$ cat config.mk
export PLATFORM = sky130hd
export DESIGN_NAME = fifo_packetizer
export DESIGN_NICKNAME = d
export VERILOG_FILES = /design/src/rtl/fifo_packetizer.sv
export SDC_FILE = /design/constraint.sdc
export NUM_CORES = 1
export LEC_CHECK = 0
export BUFFER_PORTS_ARGS = -buffer_cell sky130_fd_sc_hd__buf_4
export CAP_MARGIN = 20
export CORE_MARGIN = 3
export CORE_UTILIZATION = 60
export DETAILED_ROUTE_END_ITERATION = 7
export PLACE_DENSITY = 0.82
export SYNTH_ARGS = -nofsm -noshare
export SYNTH_HDL_FRONTEND = slang
export SYNTH_SLANG_ARGS = --single-unit
export TNS_END_PERCENT = 50
$ cat constraint.sdc
create_clock -name clk -period 3.2 [get_ports clk]
set_input_delay 0.8 -clock clk [delete_from_list [all_inputs] [get_ports clk]]
set_output_delay 0.8 -clock clk [all_outputs]
set_load 0.05 [all_outputs]
$ cat src/rtl/fifo_packetizer.sv
// fifo_packetizer: drains the byte FIFO into SOF/LEN/payload/CSUM frames on a valid/ready stream.
module fifo_packetizer #(
  parameter int         DATA_W      = 8,
  parameter int         MAX_PAYLOAD = 4,
  parameter logic [7:0] SOF_BYTE    = 8'hA5,
  parameter int         TIMEOUT     = 16
) (
  input  logic              clk,
  input  logic              rst,
  input  logic [DATA_W-1:0] fifo_data,
  input  logic              fifo_empty,
  output logic              fifo_rd_en,
  output logic [7:0]        out_data,
  output logic              out_valid,
  input  logic              out_ready,
  output logic              out_last,
  output logic              busy
);
  localparam logic [2:0] S_IDLE = 3'd0;
  localparam logic [2:0] S_FILL = 3'd1;
  localparam logic [2:0] S_SOF  = 3'd2;
  localparam logic [2:0] S_LEN  = 3'd3;
  localparam logic [2:0] S_PAY  = 3'd4;
  localparam logic [2:0] S_CSUM = 3'd5;
  localparam int AW = MAX_PAYLOAD > 1 ? $clog2(MAX_PAYLOAD) : 1;
  localparam int TW = $clog2(TIMEOUT + 1);
  localparam logic [7:0] MAXP = 8'(MAX_PAYLOAD);
  localparam logic [TW-1:0] TMAX = TW'(TIMEOUT);

  logic [2:0]    state_q, state_d;
  logic [7:0]    count_q, count_d, issued_q, issued_d, idx_q, idx_d, csum_q, csum_d;
  logic [TW-1:0] timer_q, timer_d;
  logic          pend_q, pend_d;
  logic [7:0]    pay_q [MAX_PAYLOAD];
  logic [7:0]    pay_d [MAX_PAYLOAD];
  logic          pop, fire, full, tmo;

  assign out_valid  = state_q >= S_SOF && state_q <= S_CSUM;
  assign out_last   = state_q == S_CSUM;
  assign busy       = state_q != S_IDLE;
  assign fifo_rd_en = pop && !rst;
  assign out_data   = state_q == S_SOF  ? SOF_BYTE :
                      state_q == S_LEN  ? count_q :
                      state_q == S_PAY  ? pay_q[idx_q[AW-1:0]] :
                      state_q == S_CSUM ? csum_q + count_q : 8'd0;

  always_comb begin
    state_d  = state_q;
    count_d  = count_q;
    issued_d = issued_q;
    idx_d    = idx_q;
    csum_d   = csum_q;
    timer_d  = timer_q;
    pay_d    = pay_q;
    pop      = 1'b0;
    fire     = out_valid && out_ready;
    // the byte landing this cycle is the last one the packet can hold
    full     = pend_q && (count_q + 8'd1 == MAXP);
    tmo      = timer_q == TMAX && count_q != 8'd0 && !pend_q;
    case (state_q)
      S_IDLE: if (!fifo_empty) begin
        pop      = 1'b1;
        issued_d = 8'd1;
        state_d  = S_FILL;
      end
      S_FILL: begin
        if (pend_q) begin
          pay_d[count_q[AW-1:0]] = fifo_data;
          count_d = count_q + 8'd1;
          csum_d  = csum_q + fifo_data;
        end
        if (full || tmo) state_d = S_SOF;
        else if (!fifo_empty && issued_q < MAXP) begin
          pop      = 1'b1;
          issued_d = issued_q + 8'd1;
        end
        timer_d = (pop || pend_q || !fifo_empty) ? '0 : (timer_q == TMAX ? timer_q : timer_q + 1'b1);
      end
      S_SOF: state_d = fire ? S_LEN : state_q;
      S_LEN: if (fire) begin
        state_d = S_PAY;
        idx_d   = 8'd0;
      end
      S_PAY: if (fire) begin
        idx_d   = idx_q + 8'd1;
        state_d = (idx_q + 8'd1 == count_q) ? S_CSUM : S_PAY;
      end
      S_CSUM: if (fire) begin
        state_d  = S_IDLE;
        count_d  = 8'd0;
        issued_d = 8'd0;
        csum_d   = 8'd0;
        timer_d  = '0;
      end
      default: state_d = S_IDLE;
    endcase
    pend_d = pop;
  end

  always_ff @(posedge clk) begin
    if (rst) begin
      state_q  <= S_IDLE;
      count_q  <= 8'd0;
      issued_q <= 8'd0;
      idx_q    <= 8'd0;
      csum_q   <= 8'd0;
      timer_q  <= '0;
      pend_q   <= 1'b0;
    end else begin
      state_q  <= state_d;
      count_q  <= count_d;
      issued_q <= issued_d;
      idx_q    <= idx_d;
      csum_q   <= csum_d;
      timer_q  <= timer_d;
      pend_q   <= pend_d;
    end
  end

  always_ff @(posedge clk) pay_q <= pay_d;
endmodule

==> flow_summary_export.csv, run 1 <==
group,metric,value,unit
cells_and_area,synthToLayoutAreaGrowth,14.4,%
place,detailed_place_hpwl,6.59,mm
setup_path,crit_family,"simple AND/OR/NAND/NOR gates",
setup_path,worst-path-max-fanout,2,
clocking,cts.hold.buffers_added,0,
routing,drt_iter0_markers,303,
setup_path,slowest_stage,"sky130_fd_sc_hd__or4_4",
logic_synthesis,synthesis.instances,402,
global_route,grt_max_degree,43,
timing,fin_crit_sh,101,%
cells_and_area,insertedDiodeCount,0,
clocking,cts_tree,"yes",
setup_path,max_stage_delay,0.53,ns
routing,via_count,3273,
clocking,clockRootBuffer,"sky130_fd_sc_hd__clkbuf_8",
floorplanning,core.rowCount,29,
logic_synthesis,ys_warn_count,0,
global_route,grt_first_pass_wirelength,15.3,mm
timing,finalCriticalPeriod,3.22,ns
logic_synthesis,ys_types,51,
timing,setup_viol,1,
clocking,cts_made_buffers,9,
clocking,clock_sinks,73,
floorplanning,die-area,0.00774,mm2
clocking,clkLatencyLatePin,0.35,ns
setup_path,worst_ep_required_time,2.40,ns
logic_synthesis,netlist_area,0.00404,mm2
logic_synthesis,flip_flop_cell_with_the_highest_count_after_synthesis,"sky130_fd_sc_hd__dfxtp_1",
setup_path,critPathBufInv,1,
timing,maxClockFrequency,0.311,GHz
routing,postRouteAntennaNets,0,
timing,max_slew_margin,54.2,%
floorplanning,initial_core_util,62.8,%
timing,final-max-slew-violation-count,0,
timing,hold_violation_count_in_the_final_report,0,
logic_synthesis,post-synth-top-count-cell,"sky130_fd_sc_hd__nor2_1",
global_route,track_usage,26.1,%
routing,vias_per_cell,6.32,
setup_path,setup.worst_path.class,"register to primary output",
clocking,clkSlewWorstSetupHoldPaths,0.08,ns
logic_synthesis,ys_seq_area_share,44.2,%
logic_synthesis,synth_edf_count,32,
run_status,failed_checks,"negative setup slack",
logic_synthesis,synth_top_cells_by_count,"sky130_fd_sc_hd__nor2_1, sky130_fd_sc_hd__dfxtp_1, sky130_fd_sc_hd__edfxtp_1",
clocking,clock_path_buffers,2,
routing,dr_wl_cell,18.4,um
logic_synthesis,synth.top_cell.area_share,23.8,%
timing,timing_worst_slew_pin_value,0.682,ns
power,p_leak,1.75,nW
setup_path,end_kind,"primary output",
timing,timing.clock.skew,0.00886,ns
place,gpl.final_weighted_congestion,0.913,
worst_hold_path,hold_path_class,"register to register",
logic_synthesis,asyncSetResetFlopFracSynth,0,%
cells_and_area,multiInputGateArea,0.00219,mm2
power,pwr_density_cell,390,mW/mm2
routing,drt_first_pass_iters,5,
place,post-place-ws,0.147,ns
cells_and_area,layout-drive-gt1-share,18.6,%
clocking,htree_num_levels,3,
setup_path,worstPathArrival,2.42,ns
power,vdd_ir_drop_max,0.266,mV
power,total_power,1.80,mW
logic_synthesis,ys_top_cells_by_area,"sky130_fd_sc_hd__edfxtp_1, sky130_fd_sc_hd__dfxtp_1, sky130_fd_sc_hd__ha_1",
routing,routed_wl,9.54,mm
routing,total_drc_errors_in_the_routed_layout,0,
timing,unrepaired_setup_endpoints_after_global_routing,"true",
setup_path,path_cells,"or4_4 -> or4b_4 -> a41oi_4 -> a31oi_4 -> nor3b_2 -> buf_6",
floorplanning,i_o_pin_total,24,
logic_synthesis,avgSynthCellArea,10.0,um2
global_route,initial_antenna_violation_count,0,
setup_path,critPathLaunchType,"register",
run_status,run_status,"finished with violations",
logic_synthesis,synth_area_leader_cell,"sky130_fd_sc_hd__edfxtp_1",
timing,fin_ws,-0.0166,ns
flow_run,max_cap_violations,0,
logic_synthesis,synth_fp_nets,439,
timing,hold-worst-slack,0.471,ns
cells_and_area,fin_nets,473,
floorplanning,core_region_area,0.00642,mm2
place,portBuffers,23,
cells_and_area,layout.filler_cells,487,
global_route,first_global_vias,3171,
global_route,grt_remaining_overflow,0,
cells_and_area,layout.area.seq,0.00179,mm2
floorplanning,dieHeight,88.0,um
floorplanning,die_w,88.0,um
logic_synthesis,synth.ff_latch_count,73,
[routing by layer]
metal,GRT usage [%],share of wire [%],vias to the layer above
li1,-,-,1553
met1,33.1,43,1568
met2,45.3,49,132
met3,4.42,5.4,20
met4,8.51,2.2,0
met5,0,0,-
[sequential cells by signal, summed over array words and instances, names as in the netlist]
signal,flops
state_q,3
pend_q,1
csum_q,8
pay_q,32
idx_q,8
timer_q,5
issued_q,8
count_q,8
[layout make-up]
| cell class | instances | area share [%] |
|---|---|---|
| inverters | 17 | 1.38 |
| clock inverters | 6 | 0.976 |
| flip-flops and latches | 73 | 38.7 |
| clock buffers | 10 | 2.76 |
| multi-input cells | 296 | 47.5 |
| repair buffers | 39 | 6.59 |
| well taps | 77 | 2.09 |
[path summary, 6_finish.rpt]
| path | from | endpoint | slack, ns | cells after the start |
|---|---|---|---|---|
| worst max-delay path | count_q[2] | fifo_rd_en | -0.02 | 6 |
| worst min-delay path | issued_q[7] | issued_q[7] | 0.47 | 1 |
| worst max register to register | state_q[2] | timer_q[4] | 0.53 | 7 |
| worst min register to register | issued_q[7] | issued_q[7] | 0.47 | 1 |
[stage by stage]
stage	setup TNS, ns	util (%)	std cells	area, um2
3_5_place_dp	0	67.4	497	4330
3_3_place_gp	0	67.4	497	4330
2_1_floorplan	-0.450	-	402	4040
6_report	-0.0166	71.9	518	4620
4_1_cts	-0.0273	71.1	516	4570
5_1_grt	-0.186	71.9	518	4620
[layout by cell type, fill, tap and decap left out, types with 10 or more instances in the layout]
master,instances
sky130_fd_sc_hd__a21oi_1,23
sky130_fd_sc_hd__and3_1,11
sky130_fd_sc_hd__dfxtp_1,38
sky130_fd_sc_hd__ha_1,22
sky130_fd_sc_hd__xnor2_1,19
sky130_fd_sc_hd__nand3_1,10
sky130_fd_sc_hd__nand2_1,15
sky130_fd_sc_hd__inv_1,15
sky130_fd_sc_hd__edfxtp_1,32
sky130_fd_sc_hd__o21ai_0,24
sky130_fd_sc_hd__buf_4,36
sky130_fd_sc_hd__nor2_1,46
[timing repair]
action	in CTS	in global routing
setup buffers	3	2
pin swaps	5	4
endpoints found under the hold margin	0	0
gates resized for setup	11	8
gates cloned	0	0
setup endpoints to repair	4	7
[logic make-up (layout without fill, tap and decap cells)]
group / after synthesis / count (layout) / synth area share, %
xor gates and xnor gates: 26 / 26 / 5.64
AOI/OAI and AO/OA: 90 / 90 / 14.5
adders and majority gates: 25 / 25 / 8.12
DFF: 73 / 73 / 44.2
buffers and inverters: 33 / 72 / 3.10
muxes: 13 / 13 / 5.71
and+or+nand+nor: 142 / 142 / 18.7
[where the power goes]
group / internal [mW] / leakage (nW) / total [mW] / switching [mW]
Clock: 0.282 / 0.0785 / 0.633 / 0.351
Combinational: 0.0687 / 1.05 / 0.166 / 0.0973
Sequential: 0.985 / 0.621 / 1.00 / 0.0155
Total: 1.34 / 1.75 / 1.80 / 0.464
Power figures use the tool's default switching activity.
==> run 2: changes to the inputs <==
- ABC_CLOCK_PERIOD_IN_PS: unset -> 3200
- CORE_ASPECT_RATIO: unset -> 1.5
==> flow_summary_export.csv, run 2 (synthesized netlist as in run 1, its figures left out) <==
group,metric,value,unit
cells_and_area,multiInputGateArea,0.00217,mm2
cells_and_area,post_route_cell_area,0.00464,mm2
global_route,track_usage,27.0,%
timing,fin_crit_sh,101,%
routing,total_drc_errors_in_the_routed_layout,0,
timing,max_slew_margin,50.7,%
cells_and_area,synthToLayoutAreaGrowth,15.0,%
clocking,clkSlewWorstSetupHoldPaths,0.08,ns
cells_and_area,post-route-util,71.1,%
cells_and_area,layout.area.seq,0.00179,mm2
timing,hold_violation_count_in_the_final_report,0,
place,detailed_place_hpwl,6.70,mm
floorplanning,die_w,73.0,um
power,pwr_density_cell,426,mW/mm2
routing,via_count,3279,
worst_hold_path,hold_path_end,"issued_q[6]",
clocking,cts.hold.buffers_added,0,
flow_run,max_cap_violations,0,
clocking,clock_path_buffers,2,
timing,finalCriticalPeriod,3.24,ns
run_status,failed_checks,"negative setup slack",
timing,unrepaired_setup_endpoints_after_global_routing,"true",
setup_path,path_cells,"or4_4 -> or4b_4 -> a41oi_4 -> a31oi_2 -> nor3b_2 -> buf_6",
worst_hold_path,hold_path_class,"register to register",
global_route,grt_remaining_overflow,0,
setup_path,worst_r2r_endpoint,"timer_q[1]",
global_route,grt_max_degree,43,
floorplanning,core_region_area,0.00653,mm2
setup_path,critPathBufInv,1,
place,portBuffers,23,
cells_and_area,layout-drive-gt1-share,18.2,%
routing,drt_first_pass_iters,5,
place,gpl.final_weighted_congestion,0.929,
setup_path,r2r.worst_path.cells,7,
run_status,run_status,"finished with violations",
routing,dr_wl_cell,18.7,um
place,place_area,0.00434,mm2
cells_and_area,insertedDiodeCount,0,
setup_path,crit_family,"simple AND/OR/NAND/NOR gates",
worst_hold_path,hp-start,"issued_q[6]",
routing,postRouteAntennaNets,0,
setup_path,critPathLaunchType,"register",
clocking,cts_made_buffers,9,
timing,timing_worst_slew_pin_value,0.735,ns
clocking,htree_num_levels,3,
setup_path,setup.reg_to_reg.worst_slack,0.55,ns
cells_and_area,layout_common_cells,"sky130_fd_sc_hd__nor2_1, sky130_fd_sc_hd__dfxtp_1, sky130_fd_sc_hd__buf_4",
cells_and_area,layout.filler_cells,479,
timing,setup_viol,1,
global_route,initial_antenna_violation_count,0,
timing,maxClockFrequency,0.308,GHz
timing,final-max-slew-violation-count,0,
floorplanning,initial_core_util,61.8,%
setup_path,max_stage_delay,0.53,ns
setup_path,setup.worst_path.class,"register to primary output",
setup_path,launching_point_of_the_worst_reg2reg_path,"state_q[2]",
floorplanning,core.rowCount,36,
cells_and_area,mostFrequentLayoutCell,"sky130_fd_sc_hd__nor2_1",
cells_and_area,registers.top_by_ff_count,"pay_q",
floorplanning,dieHeight,106,um
global_route,first_global_vias,3310,
power,vdd_ir_drop_max,0.503,mV
setup_path,worst_ep_required_time,2.40,ns
floorplanning,i_o_pin_total,24,
worst_hold_path,whs_path_depth,1,
clocking,clkLatencyLatePin,0.36,ns
routing,drt_iter0_markers,245,
cells_and_area,largest_register_ffs,32,
setup_path,worst-path-max-fanout,2,
power,p_leak,1.76,nW
global_route,grt_first_pass_wirelength,15.7,mm
routing,vias_per_cell,6.37,
clocking,cts_tree,"yes",
clocking,clockRootBuffer,"sky130_fd_sc_hd__clkbuf_8",
setup_path,end_kind,"primary output",
floorplanning,die-area,0.00777,mm2
routing,routed_wl,9.63,mm
clocking,clock_sinks,73,
timing,fin_ws,-0.0427,ns
timing,timing.clock.skew,0.00904,ns
cells_and_area,fin_nets,471,
setup_path,worstPathArrival,2.44,ns
setup_path,slowest_stage,"sky130_fd_sc_hd__or4_4",
## run 2: per-stage QoR
| step | hold WS, ns | worst slack, ns | std cells | power (mW) | setup TNS [ns] |
|---|---|---|---|---|---|
| after floorplan | 0.451 | -0.268 | 402 | 1.12 | -0.450 |
| after global placement | 0.466 | 0.190 | 497 | 1.17 | 0 |
| after detailed placement | 0.471 | 0.156 | 497 | 1.18 | 0 |
| after CTS | 0.482 | -0.0593 | 514 | 1.99 | -0.0940 |
| after global routing | 0.496 | -0.110 | 515 | 2.06 | -0.194 |
| final | 0.480 | -0.0427 | 515 | 1.98 | -0.0427 |
## run 2: worst register-to-register path: cells and delay by family, from the launching register on
| family | cells | cell delay (ns) |
|---|---|---|
| compound gates | 3 | 1.26 |
| flops | 1 | 0.52 |
| simple gates | 2 | 0.21 |
| fa+ha+maj | 1 | 0.36 |
| buf+inv | 1 | 0.14 |
## run 2: area by class of cell
cell class                      instances  share of cell area (%)
Clock inverter                          5                    1.27
Timing Repair Buffer                   37                    6.23
Multi-Input combinational cell        296                    46.8
Clock buffer                           11                    3.75
Tap cell                               76                    2.05
Inverter                               17                    1.37
Sequential cell                        73                    38.6
## run 2: power by group
group / internal, mW / total (mW) / switching, mW
clock: 0.454 / 0.818 / 0.363
combinational: 0.0652 / 0.163 / 0.0981
sequential: 0.984 / 0.996 / 0.0117
## run 2: worst max-delay path by stage
stage	from	end	slack, ns	cells past startpoint
5_1_grt	count_q[7]	fifo_rd_en	-0.11	6
4_1_cts	count_q[7]	fifo_rd_en	-0.06	6
3_3_place_gp	count_q[2]	fifo_rd_en	0.19	6
3_5_place_dp	count_q[2]	fifo_rd_en	0.16	6
6_report	count_q[7]	fifo_rd_en	-0.04	6
2_1_floorplan	count_q[0]	out_data[4]	-0.27	9
## run 2: what timing repair did
item,4_1_cts,5_1_grt
endpoints found under the hold margin,0,0
resized for setup,6,13
setup endpoints to repair,3,4
pin swaps,5,2
setup buffers,1,1
## run 2: routing by layer
layer	GRT usage, %	up-vias	part of all wire, %
met5	0	-	0
met4	17.2	0	5.0
met3	6.72	39	6.0
met2	44.3	132	50
met1	30.4	1571	39
li1	-	1537	-
==> run 3: changes to the inputs <==
- PLACE_DENSITY: 0.82 -> 0.81
==> flow_summary_export.csv, run 3 (synthesized netlist as in run 1, its figures left out) <==
group,metric,value,unit
clocking,clock_path_buffers,2,
setup_path,worst_ep_required_time,2.40,ns
setup_path,setup.worst_path.class,"register to primary output",
worst_hold_path,hp-start,"issued_q[2]",
clocking,cts_made_buffers,9,
setup_path,max_stage_delay,0.53,ns
clocking,cts_tree,"yes",
clocking,cts.hold.buffers_added,0,
global_route,track_usage,26.2,%
cells_and_area,mostFrequentLayoutCell,"sky130_fd_sc_hd__nor2_1",
timing,max_slew_margin,49.1,%
timing,maxClockFrequency,0.310,GHz
power,vdd_ir_drop_max,0.311,mV
timing,setup_viol,1,
routing,postRouteAntennaNets,0,
setup_path,end_kind,"primary output",
timing,hold_violation_count_in_the_final_report,0,
clocking,clock_sinks,73,
cells_and_area,layout.cells.non_filler,518,
routing,dr_wl_cell,18.4,um
cells_and_area,layout.area.seq,0.00179,mm2
floorplanning,i_o_pin_total,24,
timing,unrepaired_setup_endpoints_after_global_routing,"true",
global_route,grt_first_pass_wirelength,15.5,mm
cells_and_area,layout.filler_cells,488,
setup_path,worstPathArrival,2.43,ns
setup_path,setup.reg_to_reg.worst_slack,0.62,ns
power,p_leak,1.77,nW
global_route,first_global_vias,3349,
timing,fin_ws,-0.0275,ns
setup_path,slowest_stage,"sky130_fd_sc_hd__or4_4",
run_status,run_status,"finished with violations",
timing,fin_crit_sh,101,%
global_route,grt_remaining_overflow,0,
floorplanning,dieHeight,106,um
global_route,initial_antenna_violation_count,0,
clocking,htree_num_levels,3,
setup_path,worst-path-max-fanout,2,
cells_and_area,fin_nets,474,
power,pwr_density_cell,398,mW/mm2
timing,final-max-slew-violation-count,0,
cells_and_area,insertedDiodeCount,0,
floorplanning,core_region_area,0.00653,mm2
setup_path,critPathLaunchType,"register",
cells_and_area,post_route_cell_area,0.00461,mm2
routing,drt_first_pass_iters,5,
routing,routed_wl,9.51,mm
place,portBuffers,23,
clocking,clkLatencyLatePin,0.35,ns
floorplanning,core.rowCount,36,
clocking,clkSlewWorstSetupHoldPaths,0.08,ns
setup_path,critical_path_launch_point,"count_q[7]",
routing,total_drc_errors_in_the_routed_layout,0,
run_status,failed_checks,"negative setup slack",
place,place_inst,497,
cells_and_area,registers.top_by_ff_count,"pay_q",
clocking,clockRootBuffer,"sky130_fd_sc_hd__clkbuf_8",
timing,timing.clock.skew,0.00539,ns
cells_and_area,synthToLayoutAreaGrowth,14.2,%
global_route,grt_max_degree,43,
place,place_area,0.00434,mm2
routing,vias_per_cell,6.40,
floorplanning,die_w,73.0,um
floorplanning,die-area,0.00777,mm2
cells_and_area,largest_register_ffs,32,
cells_and_area,layout-drive-gt1-share,17.6,%
routing,via_count,3317,
place,gpl.final_weighted_congestion,0.893,
routing,drt_iter0_markers,266,
setup_path,path_cells,"or4_4 -> or4b_4 -> a41oi_4 -> a31oi_2 -> nor3b_2 -> buf_6",
setup_path,launching_point_of_the_worst_reg2reg_path,"state_q[2]",
flow_run,max_cap_violations,0,
place,detailed_place_hpwl,6.74,mm
cells_and_area,layout_common_cells,"sky130_fd_sc_hd__nor2_1, sky130_fd_sc_hd__dfxtp_1, sky130_fd_sc_hd__buf_4",
worst_hold_path,hold_path_class,"register to register",
cells_and_area,multiInputGateArea,0.00216,mm2
floorplanning,initial_core_util,61.8,%
timing,timing_worst_slew_pin_value,0.757,ns
timing,finalCriticalPeriod,3.23,ns
## run 3: report_power, final
group          switching [mW]  total, mW  leakage, nW  internal (mW)
Combinational          0.0967      0.161         1.06         0.0643
Sequential             0.0114      0.996        0.623          0.984
Clock                   0.349      0.678       0.0877          0.329
Total                   0.457       1.83         1.77           1.38
## run 3: routing by layer
| metal | global-route usage [%] | vias to the layer above | share of wire, % |
|---|---|---|---|
| li1 | - | 1553 | - |
| met1 | 29.1 | 1598 | 38 |
| met2 | 45.4 | 132 | 52 |
| met3 | 5.30 | 34 | 6.5 |
| met4 | 14.6 | 0 | 3.6 |
| met5 | 0 | - | 0 |
## run 3: layout make-up
type | instances | area share [%]
clock buffer | 12 | 3.39
clock inverter | 4 | 0.625
inverter | 17 | 1.39
multi-input combinational | 296 | 46.8
sequential | 73 | 38.8
tap | 76 | 2.06
timing repair buffer | 40 | 6.84
## run 3: worst paths after layout
kind                       to  depth (start not counted)
hold / removal    issued_q[2]                          2
setup reg to reg   timer_q[3]                          7
hold reg to reg   issued_q[2]                          2
setup / recovery   fifo_rd_en                          6
## run 3: per-stage QoR
stage | TNS [ns] | total power [mW] | hold slack, ns | worst slack, ns | util, %
final | -0.0275 | 1.83 | 0.479 | -0.0275 | 70.5
after detailed placement | 0 | 1.17 | 0.466 | 0.164 | 66.4
after floorplan | -0.450 | 1.12 | 0.451 | -0.268 | -
after global routing | -0.271 | 1.90 | 0.497 | -0.0898 | 70.5
after CTS | -0.0417 | 1.84 | 0.479 | -0.0417 | 70.3
after global placement | 0 | 1.17 | 0.466 | 0.195 | 66.4
## run 3: worst max-delay path: cells and delay by family, from the launching register on
kind	cells	cell delay, ns
AO/OA/AOI/OAI	2	0.32
buffers and inverters	1	0.18
flip-flops	1	0.33
AND/OR/NAND/NOR	3	1.25
## run 3: repair_timing
action | in CTS | in global routing
endpoints found under the setup margin | 4 | 5
gates cloned | 0 | 0
gates resized for setup | 11 | 6
setup buffers | 5 | 0
pin swaps | 6 | 1
